### src/rtl/alu_operand_stage.sv
// Operand-fetch stage ahead of the ALU: register file with writeback bypass,
// immediate/negate operand shaping, busy scoreboard and a one-deep output register.
module alu_operand_stage #(
   parameter int WIDTH    = 8,
   parameter int NUM_REGS = 8,
   parameter int ADDR_W   = 3
) (
   input  logic              CLK,
   input  logic              RESETN,
   input  logic              IN_VALID,
   output logic              IN_READY,
   input  logic [2:0]        IN_ALUOP,
   input  logic [ADDR_W-1:0] IN_SRC1,
   input  logic [ADDR_W-1:0] IN_SRC2,
   input  logic [ADDR_W-1:0] IN_DEST,
   input  logic              IN_WE,
   input  logic [WIDTH-1:0]  IN_IMM,
   input  logic              IN_IMM_SEL,
   input  logic              IN_NEG,
   output logic              OUT_VALID,
   input  logic              OUT_READY,
   output logic [WIDTH-1:0]  DATA1,
   output logic [WIDTH-1:0]  DATA2,
   output logic [2:0]        SELECT,
   output logic [ADDR_W-1:0] OUT_DEST,
   output logic              OUT_WE,
   input  logic              WB_EN,
   input  logic [ADDR_W-1:0] WB_ADDR,
   input  logic [WIDTH-1:0]  WB_DATA
);

   logic [WIDTH-1:0]    regs [NUM_REGS];
   logic [NUM_REGS-1:0] busy;
   logic [NUM_REGS-1:0] busy_nxt;

   logic [WIDTH-1:0] rd1;
   logic [WIDTH-1:0] rd2;
   logic [WIDTH-1:0] op2;
   logic [WIDTH-1:0] op2_final;
   logic             pend1;
   logic             pend2;
   logic             pend_dest;
   logic             hazard;
   logic             accept;

   // Source reads; a same-cycle writeback is forwarded so the result is never a cycle stale.
   always_comb begin
      // NOTE: every always_comb output gets a default first so no path can infer a latch.
      rd1 = regs[IN_SRC1];
      rd2 = regs[IN_SRC2];
      if (WB_EN && (WB_ADDR == IN_SRC1)) rd1 = WB_DATA;
      if (WB_EN && (WB_ADDR == IN_SRC2)) rd2 = WB_DATA;
   end

   // Negation happens after the immediate mux, so SUB-immediate works the same way.
   assign op2       = IN_IMM_SEL ? IN_IMM : rd2;
   assign op2_final = IN_NEG ? (~op2 + WIDTH'(1)) : op2;

   // A register retiring this cycle no longer blocks its readers or writers.
   assign pend1     = busy[IN_SRC1] && !(WB_EN && (WB_ADDR == IN_SRC1));
   assign pend2     = busy[IN_SRC2] && !(WB_EN && (WB_ADDR == IN_SRC2));
   assign pend_dest = busy[IN_DEST] && !(WB_EN && (WB_ADDR == IN_DEST));
   assign hazard    = pend1 || (!IN_IMM_SEL && pend2) || (IN_WE && pend_dest);

   assign IN_READY  = (!OUT_VALID || OUT_READY) && !hazard;
   assign accept    = IN_VALID && IN_READY;

   // Clear on writeback first, then set on issue, so a same-edge set wins.
   always_comb begin
      busy_nxt = busy;
      if (WB_EN)           busy_nxt[WB_ADDR] = 1'b0;
      if (accept && IN_WE) busy_nxt[IN_DEST] = 1'b1;
   end

   always_ff @(posedge CLK or negedge RESETN) begin
      if (!RESETN) begin
         // NOTE: the register file is reset here because architectural state must read 0 after reset.
         for (int i = 0; i < NUM_REGS; i++) regs[i] <= '0;
         busy <= '0;
      end else begin
         // NOTE: sequential state uses non-blocking assignments so all flops update from pre-edge values.
         if (WB_EN) regs[WB_ADDR] <= WB_DATA;
         busy <= busy_nxt;
      end
   end

   always_ff @(posedge CLK or negedge RESETN) begin
      if (!RESETN) begin
         OUT_VALID <= 1'b0;
         DATA1     <= '0;
         DATA2     <= '0;
         SELECT    <= '0;
         OUT_DEST  <= '0;
         OUT_WE    <= 1'b0;
      end else if (accept) begin
         OUT_VALID <= 1'b1;
         DATA1     <= rd1;
         DATA2     <= op2_final;
         SELECT    <= IN_ALUOP;
         OUT_DEST  <= IN_DEST;
         OUT_WE    <= IN_WE;
      end else if (OUT_READY) begin
         // Payload holds its last value once consumed; only the valid flag drops.
         OUT_VALID <= 1'b0;
      end
   end

endmodule

### config.mk
export PLATFORM = sky130hd
export DESIGN_NAME = alu_operand_stage
export DESIGN_NICKNAME = d
export VERILOG_FILES = /design/src/rtl/alu_operand_stage.sv
export SDC_FILE = /design/constraint.sdc
export NUM_CORES = 1
export LEC_CHECK = 0
export ABC_CLOCK_PERIOD_IN_PS = 2200
export CORE_AREA = 5 5 109 111
export CTS_CLUSTER_SIZE = 16
export DETAILED_ROUTE_END_ITERATION = 10
export DIE_AREA = 0 0 114 116
export PLACE_DENSITY = 0.78
export SLEW_MARGIN = 25
export SYNTH_ARGS = -nofsm -noshare
export SYNTH_HDL_FRONTEND = slang
export SYNTH_SLANG_ARGS = --single-unit
### constraint.sdc
create_clock -name CLK -period 2.2 [get_ports CLK]
set_clock_uncertainty 0.05 [all_clocks]
set_input_delay 0.33 -clock CLK [delete_from_list [all_inputs] [get_ports CLK]]
set_output_delay 0.33 -clock CLK [all_outputs]
set_load 0.01 [all_outputs]
* Word-level counts from Yosys, hierarchy flattened
Index checks and enable logic that the tools add are counted.
** Operators by class
- Bitwise operators :: 7
- Reduce and logical (&&, ||, !) cells :: 24
- Equal/unequal tests :: 3
- Muxes and demuxes :: 27
- Magnitude comparators :: 10
- $add $sub $neg :: 1
** Operator list (number)
- 8-bit 2-to-1 mux :: 11
- 64-bit bitwise mux :: 1
- 8-bit binary-select mux with 3-bit select :: 2
- 8-bit demux with 3-bit select :: 1
- 3-bit by 4-bit < comparator with 1-bit output (second input constant) :: 4
- 8-bit NOT :: 2
- 1-bit logical AND :: 14
- 4-bit >= comparator (second input constant) :: 3
- 3-bit NOT with 4-bit output :: 3
- 1-bit binary-select mux with 3-bit select :: 3
- 3-bit == test :: 3
- 8-bit by 1-bit adder with 8-bit output (second input constant) :: 1
- 8-bit AND :: 1
- 8-bit OR :: 1
- 1-bit 2-to-1 mux :: 7
- 1-bit demux with 3-bit select :: 2
- 3-bit by 1-bit >= comparator with 1-bit output (second input constant) :: 2
- 1-bit logical NOT :: 6
- 4-bit by 1-bit < comparator with 1-bit output (second input constant) :: 1
- 1-bit logical OR :: 3
- 2-bit nonzero test :: 1
** Word-level totals
- Output and inout bits :: 25
- Word-level logic and storage cells :: 87
- Bits in registers :: 96

* Longest topological paths before layout
Gate-level depths: netlist of the first run.
- Depth after elaboration :: 12
- Mapped depth :: 14

* Worst setup path after synthesis of the first run
OpenSTA, ideal clock, no wires.
- Kind :: input to register
- Start point :: input port IN_SRC2[0]
- End point :: register DATA2[6]
- Data required time :: 2.019 ns
- Buffers on the path :: 4
- Data arrival time :: 2.428 ns
- Setup time :: 0.131 ns
- Setup slack :: -0.409 ns
- Stages :: 14
- Cells stage by stage :: buf_6 > buf_12 > buf_6 > xnor2_1 > nand4_1 > buf_4 > o21ai_0 > a21oi_1 > a21oi_1 > ha_1 > o311ai_1 > o41ai_2 > xor2_1 > o21ai_1
** On the way
- Cells in the longest elaborated chain, start to end :: 10
- Elaborated cells between the ends (all ways) :: 21
** Ends and longest elaborated chain
- start, declared :: RTL line 14 : input logic [ADDR_W-1:0] IN_SRC2,
- branches (longest 10 deep; another with 8-bit by 1-bit adder with 8-bit output)
- end signal, assigned :: RTL line 98 : DATA2 <= op2_final;
- end, declared :: RTL line 23 : output logic [WIDTH-1:0] DATA2,
Parallel ways; which one is timed is not known. The select of a mux whose other input is x is not followed.
A chain may end at the register's enable or synchronous reset.

* Worst setup path in the final report of the first run
- Start point :: input port IN_SRC1[1]
- End point :: register SELECT[0]
** On the way
- Cells in the longest elaborated chain, start to end :: 9
- Elaborated cells between the ends (all ways) :: 11
** Ends and longest elaborated chain
- start, declared :: RTL line 13 : input logic [ADDR_W-1:0] IN_SRC1,
- branches (longest 3 deep; another with 1-bit binary-select mux with 3-bit select)
- 1-bit logical AND (*) :: RTL line 60 : assign pend1 = busy[IN_SRC1] && !(WB_EN && (WB_ADDR == IN_SRC1));
- 1-bit logical OR (*) (2 in series) :: RTL line 63 : assign hazard = pend1 || (!IN_IMM_SEL && pend2) || (IN_WE && pend_dest);
- 1-bit logical NOT (*) :: RTL line 65 : assign IN_READY = (!OUT_VALID || OUT_READY) && !hazard;
- 1-bit logical AND (*) :: RTL line 65
- 1-bit logical AND (*) :: RTL line 66 : assign accept = IN_VALID && IN_READY;
- end signal, assigned :: RTL line 92 : SELECT <= '0;
- end signal, assigned :: RTL line 99 : SELECT <= IN_ALUOP;
- end, declared :: RTL line 24 : output logic [2:0] SELECT,
Every way passes the cells marked *. The select of a mux whose other input is x is not followed.

==> results of run 1 <==
-- report_power, final --
part           total [mW]  internal, mW  switching (mW)  leakage [nW]
Combinational        2.79          1.71            1.08          2.10
Clock                1.56         0.907           0.651         0.137
Sequential           2.66          2.28           0.384          1.17
Total                7.01          4.89            2.12          3.40
-- cells in the mapped netlist, types with 2 or more instances --
master	number	area [µm²]
sky130_fd_sc_hd__mux2_2	73	822
sky130_fd_sc_hd__nand4b_1	3	26.3
sky130_fd_sc_hd__mux4_1	9	236
sky130_fd_sc_hd__inv_1	6	22.5
sky130_fd_sc_hd__dfrtp_1	96	2400
sky130_fd_sc_hd__a21oi_1	6	30.0
sky130_fd_sc_hd__and2_1	3	18.8
sky130_fd_sc_hd__buf_2	8	40.0
sky130_fd_sc_hd__nor2b_1	6	37.5
sky130_fd_sc_hd__mux2i_1	24	240
sky130_fd_sc_hd__buf_6	2	22.5
sky130_fd_sc_hd__nand4_1	4	25.0
sky130_fd_sc_hd__nand2b_1	2	12.5
sky130_fd_sc_hd__a211o_1	2	17.5
sky130_fd_sc_hd__nor3_1	4	20.0
sky130_fd_sc_hd__mux2_1	5	56.3
sky130_fd_sc_hd__a32o_1	2	20.0
sky130_fd_sc_hd__nor2_1	7	26.3
sky130_fd_sc_hd__mux4_2	25	563
sky130_fd_sc_hd__nand2_1	36	135
sky130_fd_sc_hd__o21ai_0	31	155
sky130_fd_sc_hd__clkbuf_1	20	75.1
sky130_fd_sc_hd__o21ai_1	3	15.0
sky130_fd_sc_hd__xor2_1	3	26.3
sky130_fd_sc_hd__xnor2_1	10	87.6
sky130_fd_sc_hd__buf_4	2	15.0
sky130_fd_sc_hd__nand3_1	7	35.0
-- worst max-delay path, delay by kind of cell --
family	cells	cell delay [ns]
mux	3	0.93
compound gates	2	0.36
buf+inv	3	1.02
-- path summary, 6_finish.rpt --
kind	cells after the start	from	to
worst max-delay path	8	IN_SRC1[1]	SELECT[0]
worst min-delay path	2	RESETN	busy[4]
min in group CLK	2	DATA1[3]	DATA1[3]
max in group asynchronous	3	RESETN	regs[6]
worst min register to register	2	DATA1[3]	DATA1[3]
worst max register to register	7	busy[7]	SELECT[0]
-- logic make-up after synthesis --
logic type               Yosys count  synth area share, %
buffers and inverters             40                 3.68
AND/OR/NAND/NOR                   74                 6.49
multiplexers                     137                 35.9
AO/OA/AOI/OAI                     57                 7.07
adder cells (fa/ha/maj)            1                0.232
XOR/XNOR                          13                 2.11
flip-flops                        96                 44.5
-- area by class of cell --
cell class / count / share of cell area [%]
Multi-Input combinational cell: 282 / 39.9
Sequential cell: 96 / 31.1
Timing Repair Buffer: 184 / 22.9
Tap cell: 140 / 2.27
Clock buffer: 10 / 1.78
Clock inverter: 6 / 1.78
Inverter: 6 / 0.292
-- stage by stage --
stage / setup TNS (ns) / total power, mW / instance area [µm²]
after global routing: -6.30 / 7.34 / 7720
after CTS: -2.59 / 6.77 / 7510
after detailed placement: -24.38 / 5.07 / 7000
final: -4.24 / 7.01 / 7720
after global placement: -23.28 / 4.96 / 7000
after floorplan: -1.71 / 3.84 / 5510
-- layer usage --
layer | global-route usage (%) | vias to the layer above
li1 | - | 1889
met1 | 29.9 | 2211
met2 | 41.8 | 165
met3 | 5.74 | 31
met4 | 9.66 | 0
met5 | 0 | -
-- sequential cells by signal, indices dropped and copies added, names as in the netlist --
signal	flops
DATA1	8
DATA2	8
OUT_DEST	3
OUT_VALID	1
OUT_WE	1
SELECT	3
busy	8
regs	64
-- what timing repair did --
action | CTS | global route
pin swaps | 19 | 18
hold buffers | 1 | 0
gates resized for setup | 59 | 38
setup buffers | 12 | 3
setup endpoints to repair | 33 | 29
gates cloned | 1 | 4
hold endpoints to repair | 39 | 0
==> implementation parameters, run 1 <==
Parameter                              Value

Logic synthesis
  Distinct cell type count of the synthesized netlist ... 46
  Most used flip-flop cell after synthesis ... sky130_fd_sc_hd__dfrtp_1
  Instance count of the mapped netlist ... 418
  Post-synthesis register bit count ... 96
  Synthesis Warnings ... 0
  Number of enable flip-flop cells after synthesis ... 0
  Post-synthesis instance area ... between 5000 and 6000 µm²
  Avg Cell Area, Syn ... ~13 µm²
  Ys async rst share ... 100%
  Number of nets in the synthesized netlist ... 458
  Sequential area share after synthesis ... 44.5%

Placed design
  Port-buffer cells ... 63
  Hpwl dp ... between 10 and 15 mm
  GPL Wtd Cong ... around 0.9
  Worst slack at placement ... -0.897 ns
  Placed Cells incl. Taps ... 690

CTS
  Skew-Pair Late Insertion Delay ... 0.38 ns
  CTS Root Buffer Type ... sky130_fd_sc_hd__clkbuf_8
  Clock buffer count from CTS ... 9
  Clock Tree Buf Depth ... 2
  Clock input transition at the sequential cells of the worst setup and hold paths ... 0.10 ns
  Sinks on the clock net ... 96
  CTS tree ... done
  Number of levels the H-tree was split into ... 3

Setup path
  Most used cell along the critical path ... sky130_fd_sc_hd__mux2_4
  Worst Setup Path Type ... input port to flop
  Slowest cell on the critical path ... sky130_fd_sc_hd__clkdlybuf4s50_1
  Cell breakdown of the critical path ... clkdlybuf4s50_1 > mux4_2 > mux2_4 > a21oi_2 > buf_4 > o2111ai_4 > clkbuf_16 > mux2_4
  Nature of the critical path startpoint ... input port
  Data required time at the worst endpoint ... between 2 and 2.5 ns
  Kind of capture point of the worst setup path ... flop
  Worst endpoint data arrival time ... ~2.6 ns
  Worst Path Max Fanout ... 6
  Worst-case register-to-register setup slack ... -0.20 ns
  Largest stage delay on the critical path ... 0.62 ns

Floorplanning
  Die area ... roughly 13000 µm²
  Initial standard-cell utilization of the core ... between 50% and 60%
  Boundary pin count ... 64
  Floorplan core area ... between 10000 and 15000 µm²
  Die Ht ... roughly 120 µm
  Site Rows ... 38
  Chip width ... 114 µm

Detailed routing
  Initial detailed-routing violation count ... 308
  Routed met3 length ... 1.08 mm
  Post-route ant nets ... 0
  DRT met1 WL ... between 6 and 7 mm
  Drt via density ... approximately 5.9
  Top routing layer in use ... met4
  DR WL met2 ... a little over 8 mm
  Vias after detailed routing ... 4296
  Average wire length per cell after detail routing ... between 20 and 25 µm
  Post-Route WL ... between 15 and 20 mm
  1st-pass router iterations ... 4
  Number of remaining DRC errors ... 0

Cells and area
  Ant diodes ... 0
  Final std cells w/o fill ... 724
  Storage element area ... 2400 µm²
  Number of nets at the end of the flow ... between 600 and 700
  Area growth, synth to finish ... 42.9%
  Fraction of final layout cells with drive strength greater than 1 ... roughly half
  Fillcell total ... 693
  Final design utilization ... 72.1%
  Most common cell after layout, fill and taps aside ... sky130_fd_sc_hd__buf_4
  Area taken by multi-input logic gates ... 3080 µm²
  Commonest non-fill, non-tap cells in the layout ... 99 x sky130_fd_sc_hd__buf_4, 96 x sky130_fd_sc_hd__dfrtp_1, 70 x sky130_fd_sc_hd__mux2_2

STA
  Worst hold slack after final layout ... about 0.42 ns
  Period Utilization, post-route ... 109%
  Final setup viols ... 28
  Final worst setup slack ... -0.208 ns
  Fmax ... just over 400 MHz
  Worst slew slack as a fraction of its limit ... between 60% and 70%
  Unrepaired setup endpoints after global routing ... yes
  Least-Margin Pin Slew ... between 0.5 and 0.6 ns
  Final Hold Vio Count ... 0
  Final min period ... approximately 2.4 ns
  Final Max Tran Viols ... 0

Outcome
  Run status ... finished with violations
  Violations in the final reports ... negative setup slack

Pwr
  Power per cell area ... between 900 and 1000 nW/µm²
  Worst IR Drop VDD ... ~0.0005 V
  Leakage power ... about 3.4 nW

Min path
  Path class of the lowest-slack min-delay path ... input port to asynchronous set/reset pin

Global routing
  Wire length of the first global-routing pass ... between 20 and 25 mm
  Antenna violations before repair ... 0
  Gr ovfl total ... 0
  Maximum number of pins on one net before global-route repair ... 42
  Overall fraction of global-route tracks in use ... 24.4%
  Vias in the first global route ... about 4600

Run
  Number of maximum-capacitance violations ... 0
Note: power is estimated with default switching activity, not from simulation.
==> run 2, diff against run 1 <==
--- a/config.mk
+++ b/config.mk
@@ -5,12 +5,13 @@
 export SDC_FILE = /design/constraint.sdc
 export NUM_CORES = 1
 export LEC_CHECK = 0
+export ABC_AREA = 1
 export ABC_CLOCK_PERIOD_IN_PS = 2200
-export CORE_AREA = 5 5 109 111
-export CTS_CLUSTER_SIZE = 16
+export CORE_AREA = 5 5 110 112
 export DETAILED_ROUTE_END_ITERATION = 10
-export DIE_AREA = 0 0 114 116
+export DIE_AREA = 0 0 115 117
 export PLACE_DENSITY = 0.78
+export SETUP_SLACK_MARGIN = 0.05
 export SLEW_MARGIN = 25
 export SYNTH_ARGS = -nofsm -noshare
 export SYNTH_HDL_FRONTEND = slang
==> run 2 against run 1 <==
  * Core utilization decreased by 8.4 points
  * The run ends with negative hold slack left
  * Largest power group is now registers
  * Die area increased by 1.7%
  * Fmax increased by 13%
  * Sequential power decreased by 7%
  * Count of clock-buffer cells in the layout decreased by 1
  * Synthesized cell count increased by 86%
  * Area after synthesis increased by 1.9%
  * Clock power about the same
  * First-iteration DRC count increased by 120%
  * Sequential share of layout area increased by 2.8 points
  * Register-to-register slack improved by 0.55 ns
  * Largest cell class unchanged
  * Wire length increased by 8.5%
==> implementation parameters, run 2 <==
Parameter                              Value

Pwr
  Sw frac ... 34.0% (+3.9 points)
  Leakage power ... 3.46 nW (+1.8%)
  Combinational Power Share ... 29.7% (-10 points)
  Power share of the clock group ... 27.2% (+5.0 points)
  Overall power consumption ... 5.73 mW (-18%)
  Worst IR Drop VDD ... 0.000460 V (-7.5%)
  Internal power summed over all cells ... 3.78 mW (-23%)
  Share of power burned in registers ... 43.0% (+5.1 points)
  Power per cell area ... 809 nW/µm² (-11%)
  Reported net switching power ... 1.95 mW (-7.8%)

Outcome
  Violations in the final reports ... negative hold slack
  Run status ... finished with violations

Cells and area
  Area taken by multi-input logic gates ... 2710 µm² (-12%)
  Ant diodes ... 0 (unchanged)
  Area growth, synth to finish ... 28.8%
  Largest register FFs ... 64 (unchanged)
  Fillcell total ... 987 (+42%)
  Commonest non-fill, non-tap cells in the layout ... 241 x sky130_fd_sc_hd__nand2_1, 109 x sky130_fd_sc_hd__o21ai_0, 96 x sky130_fd_sc_hd__dfrtp_1
  Most common cell after layout, fill and taps aside ... sky130_fd_sc_hd__nand2_1
  Fraction of final layout cells with drive strength greater than 1 ... 15.0% (-35 points)
  Area of all placed cells without fillers ... 7090 µm² (-8.2%)
  Top reg by flops ... regs
  Number of nets at the end of the flow ... 930 (+50%)
  Storage element area ... 2400 µm² (unchanged)

Detailed routing
  Average wire length per cell after detail routing ... 16.5 µm (-24%)
  1st-pass router iterations ... 8 (+4)
  Initial detailed-routing violation count ... 684 (+120%)
  Post-Route WL ... 17.1 mm (+8.5%)
  Vias after detailed routing ... 5816 (+35%)
  Number of remaining DRC errors ... 0 (unchanged)
  Drt via density ... 5.60 (-5.6%)
  Post-route ant nets ... 0 (unchanged)

Floorplanning
  Chip width ... 115 µm (+0.88%)
  Boundary pin count ... 64 (unchanged)
  Floorplan core area ... 11100 µm² (+4.0%)
  Site Rows ... 39 (+2.6%)
  Initial standard-cell utilization of the core ... 49.5% (-1.0 points)
  Die Ht ... 117 µm (+0.86%)
  Die area ... 13500 µm² (+1.7%)

STA
  Final setup viols ... 0 (-100%)
  Final Max Tran Viols ... 0 (unchanged)
  Unrepaired setup endpoints after global routing ... yes
  Least-Margin Pin Slew ... 0.520 ns (-0.0149 ns)
  Worst hold slack after final layout ... -0.0390 ns (-0.459 ns)
  Final min period ... 2.12 ns (-0.286 ns)
  Worst slew slack as a fraction of its limit ... 65.3% (+0.99 points)
  Fmax ... 471 MHz (+13%)
  Final Hold Vio Count ... 24 (+24)
  Period Utilization, post-route ... 96.5% (-13 points)
  Total Negative Setup Slacks ... 0 ns (+4.24 ns)

Logic synthesis
  Most used flip-flop cell after synthesis ... sky130_fd_sc_hd__dfrtp_1
  Most area-consuming cells after synthesis ... sky130_fd_sc_hd__dfrtp_1 44%, sky130_fd_sc_hd__nand2_1 16%, sky130_fd_sc_hd__o21ai_0 10%
  Avg Cell Area, Syn ... 7.06 µm² (-45%)
  Top-area cell type share of the netlist area ... 43.7% (-0.83 points)
  Instance count of the mapped netlist ... 779 (+86%)
  Number of enable flip-flop cells after synthesis ... 0 (unchanged)
  Commonest cells post-synth ... 241 x sky130_fd_sc_hd__nand2_1, 111 x sky130_fd_sc_hd__o21ai_0, 96 x sky130_fd_sc_hd__dfrtp_1
  Synthesis Warnings ... 0 (unchanged)
  Post-synthesis instance area ... 5500 µm² (+1.9%)
  Sequential area share after synthesis ... 43.7% (-0.83 points)
  Distinct cell type count of the synthesized netlist ... 32 (-30%)
  Ys async rst share ... 100% (unchanged)
  Library cell with the largest summed area after synthesis ... sky130_fd_sc_hd__dfrtp_1
  Most frequent cell after synthesis ... sky130_fd_sc_hd__nand2_1
  Post-synthesis register bit count ... 96 (unchanged)
  Number of nets in the synthesized netlist ... 819 (+79%)

Setup path
  Worst endpoint data arrival time ... 1.74 ns (-0.89 ns)
  Nature of the critical path startpoint ... flop
  Kind of capture point of the worst setup path ... output port
  Worst Path Max Fanout ... 3 (-3)
  Kind of cell adding the most delay to the critical path ... compound AO/OA/AOI/OAI gates
  Slowest cell on the critical path ... sky130_fd_sc_hd__dfrtp_1
  Cell breakdown of the critical path ... inv_1 > a21oi_1 > o21ai_0 > o21ai_0 > o21ai_1 > o21ai_2 > nor2_1 > clkdlybuf4s15_2
  Number of buffer and inverter instances along the worst setup path ... 2 (-1)
  Most used cell along the critical path ... sky130_fd_sc_hd__o21ai_0
  Worst Setup Path Type ... flop to output port
  Largest stage delay on the critical path ... 0.41 ns (-0.21 ns)
  Data required time at the worst endpoint ... 1.82 ns (-0.60 ns)

Global routing
  Antenna violations before repair ... 0 (unchanged)
  Vias in the first global route ... 5564 (+22%)
  Wire length of the first global-routing pass ... 28.2 mm (+16%)
  Gr ovfl total ... 0 (unchanged)
  Maximum number of pins on one net before global-route repair ... 97 (+130%)
  Overall fraction of global-route tracks in use ... 26.7% (+2.3 points)

CTS
  Clock buffer count from CTS ... 9 (unchanged)
  Skew-Pair Late Insertion Delay ... 0.35 ns (-0.03 ns)
  Number of buffers inserted to repair setup after CTS ... 0 (-12)
  Sinks on the clock net ... 96 (unchanged)
  CTS Root Buffer Type ... sky130_fd_sc_hd__clkbuf_16
  CTS tree ... done
  Clock input transition at the sequential cells of the worst setup and hold paths ... 0.07 ns (-0.03 ns)
  Clock Tree Buf Depth ... 2 (unchanged)
  Number of levels the H-tree was split into ... 3 (unchanged)

Placed design
  Hpwl dp ... 12.1 mm (+12%)
  Area after detailed placement ... 6770 µm² (-3.3%)
  GPL Wtd Cong ... 0.906 (-1.7%)
  Port-buffer cells ... 63 (unchanged)

Min path
  Path class of the lowest-slack min-delay path ... input port to asynchronous set/reset pin

Run
  Number of maximum-capacitance violations ... 0 (unchanged)
## run 2: changes by cell type in the layout (fill, tap and decap cells not counted), sizes merged, moves of 25 or more
cell   change
buf       -42
inv       +57
mux2      -78
mux2i     -25
mux4      -34
nand2    +209
nand3     +73
nor2      +49
o21ai     +93
## run 2: logic make-up (layout without fill, tap and decap cells)
kind of cell	count (synthesis)	count (layout)	synth area share, %
buffers and inverters	102	218	7.59
DFF	96	96	43.7
xor gates and xnor gates	3	3	0.478
adders and majority gates	1	1	0.227
AOI/OAI and AO/OA	183	183	18.2
and+or+nand+nor	394	394	29.9
## run 2: worst paths after layout
kind / start / endpoint / slack (ns) / cells past startpoint
setup / recovery: busy[5] / IN_READY / 0.08 / 8
hold / removal: RESETN / DATA1[5] / -0.04 / 2
setup reg to reg: busy[5] / DATA1[2] / 0.35 / 10
hold reg to reg: DATA1[5] / DATA1[5] / 0.42 / 2
max in group asynchronous: RESETN / OUT_DEST[2] / 1.73 / 2
min in group CLK: DATA1[5] / DATA1[5] / 0.42 / 2
## run 2: per-stage QoR
| stage | instances | util [%] | setup slack [ns] |
|---|---|---|---|
| final | 1038 | 63.7 | 0.0777 |
| after global placement | 1022 | 60.9 | -0.484 |
| after CTS | 1038 | 63.6 | 0.0556 |
| after global routing | 1038 | 63.7 | -0.0109 |
| after floorplan | 779 | - | 0.325 |
| after detailed placement | 1022 | 60.9 | -0.454 |
## run 2: layout make-up
type,instances,area share [%]
flip-flops and latches,96,33.9
inverters,62,3.28
clock buffers,9,3.18
repair buffers,140,17.8
well taps,143,2.52
clock inverters,7,1.04
multi-input cells,581,38.3
## run 2: worst register-to-register path: cells and delay by family, from the launching register on
family                 cells  cell delay, ns
AOI/OAI and AO/OA          6            0.70
buffers and inverters      2            0.37
and+or+nand+nor            2            0.28
DFF                        1            0.41
## run 2: routing by layer
metal / up-vias / global-route usage [%] / routed length, µm
met1: 2686 / 37.0 / 7320
li1: 2799 / - / -
met5: - / 0 / 0
met3: 45 / 5.96 / 1740
met2: 286 / 41.7 / 7660
met4: 0 / 8.84 / 406
## run 2: timing repair
item,in CTS,in global routing
resized for setup,22,3
hold buffers,0,0
pin swaps,1,0
endpoints found under the setup margin,1,6
## run 2: power groups by stage
stage | Sequential [mW] | Clock [mW] | Combinational [mW]
2_1_floorplan | 2.49 | 0 | 0.838
3_3_place_gp | 2.47 | 0 | 1.66
3_5_place_dp | 2.49 | 0 | 1.70
4_1_cts | 2.46 | 1.59 | 1.71
5_1_grt | 2.52 | 1.67 | 1.91
6_report | 2.47 | 1.56 | 1.71
==> run 3, diff against run 2 <==
--- a/config.mk
+++ b/config.mk
@@ -8,6 +8,7 @@
 export ABC_AREA = 1
 export ABC_CLOCK_PERIOD_IN_PS = 2200
 export CORE_AREA = 5 5 110 112
+export CTS_CLUSTER_SIZE = 25
 export DETAILED_ROUTE_END_ITERATION = 10
 export DIE_AREA = 0 0 115 117
 export PLACE_DENSITY = 0.78
==> results of run 3 <==
No change in the layout: final DEF, timing and power equal those of run 2.
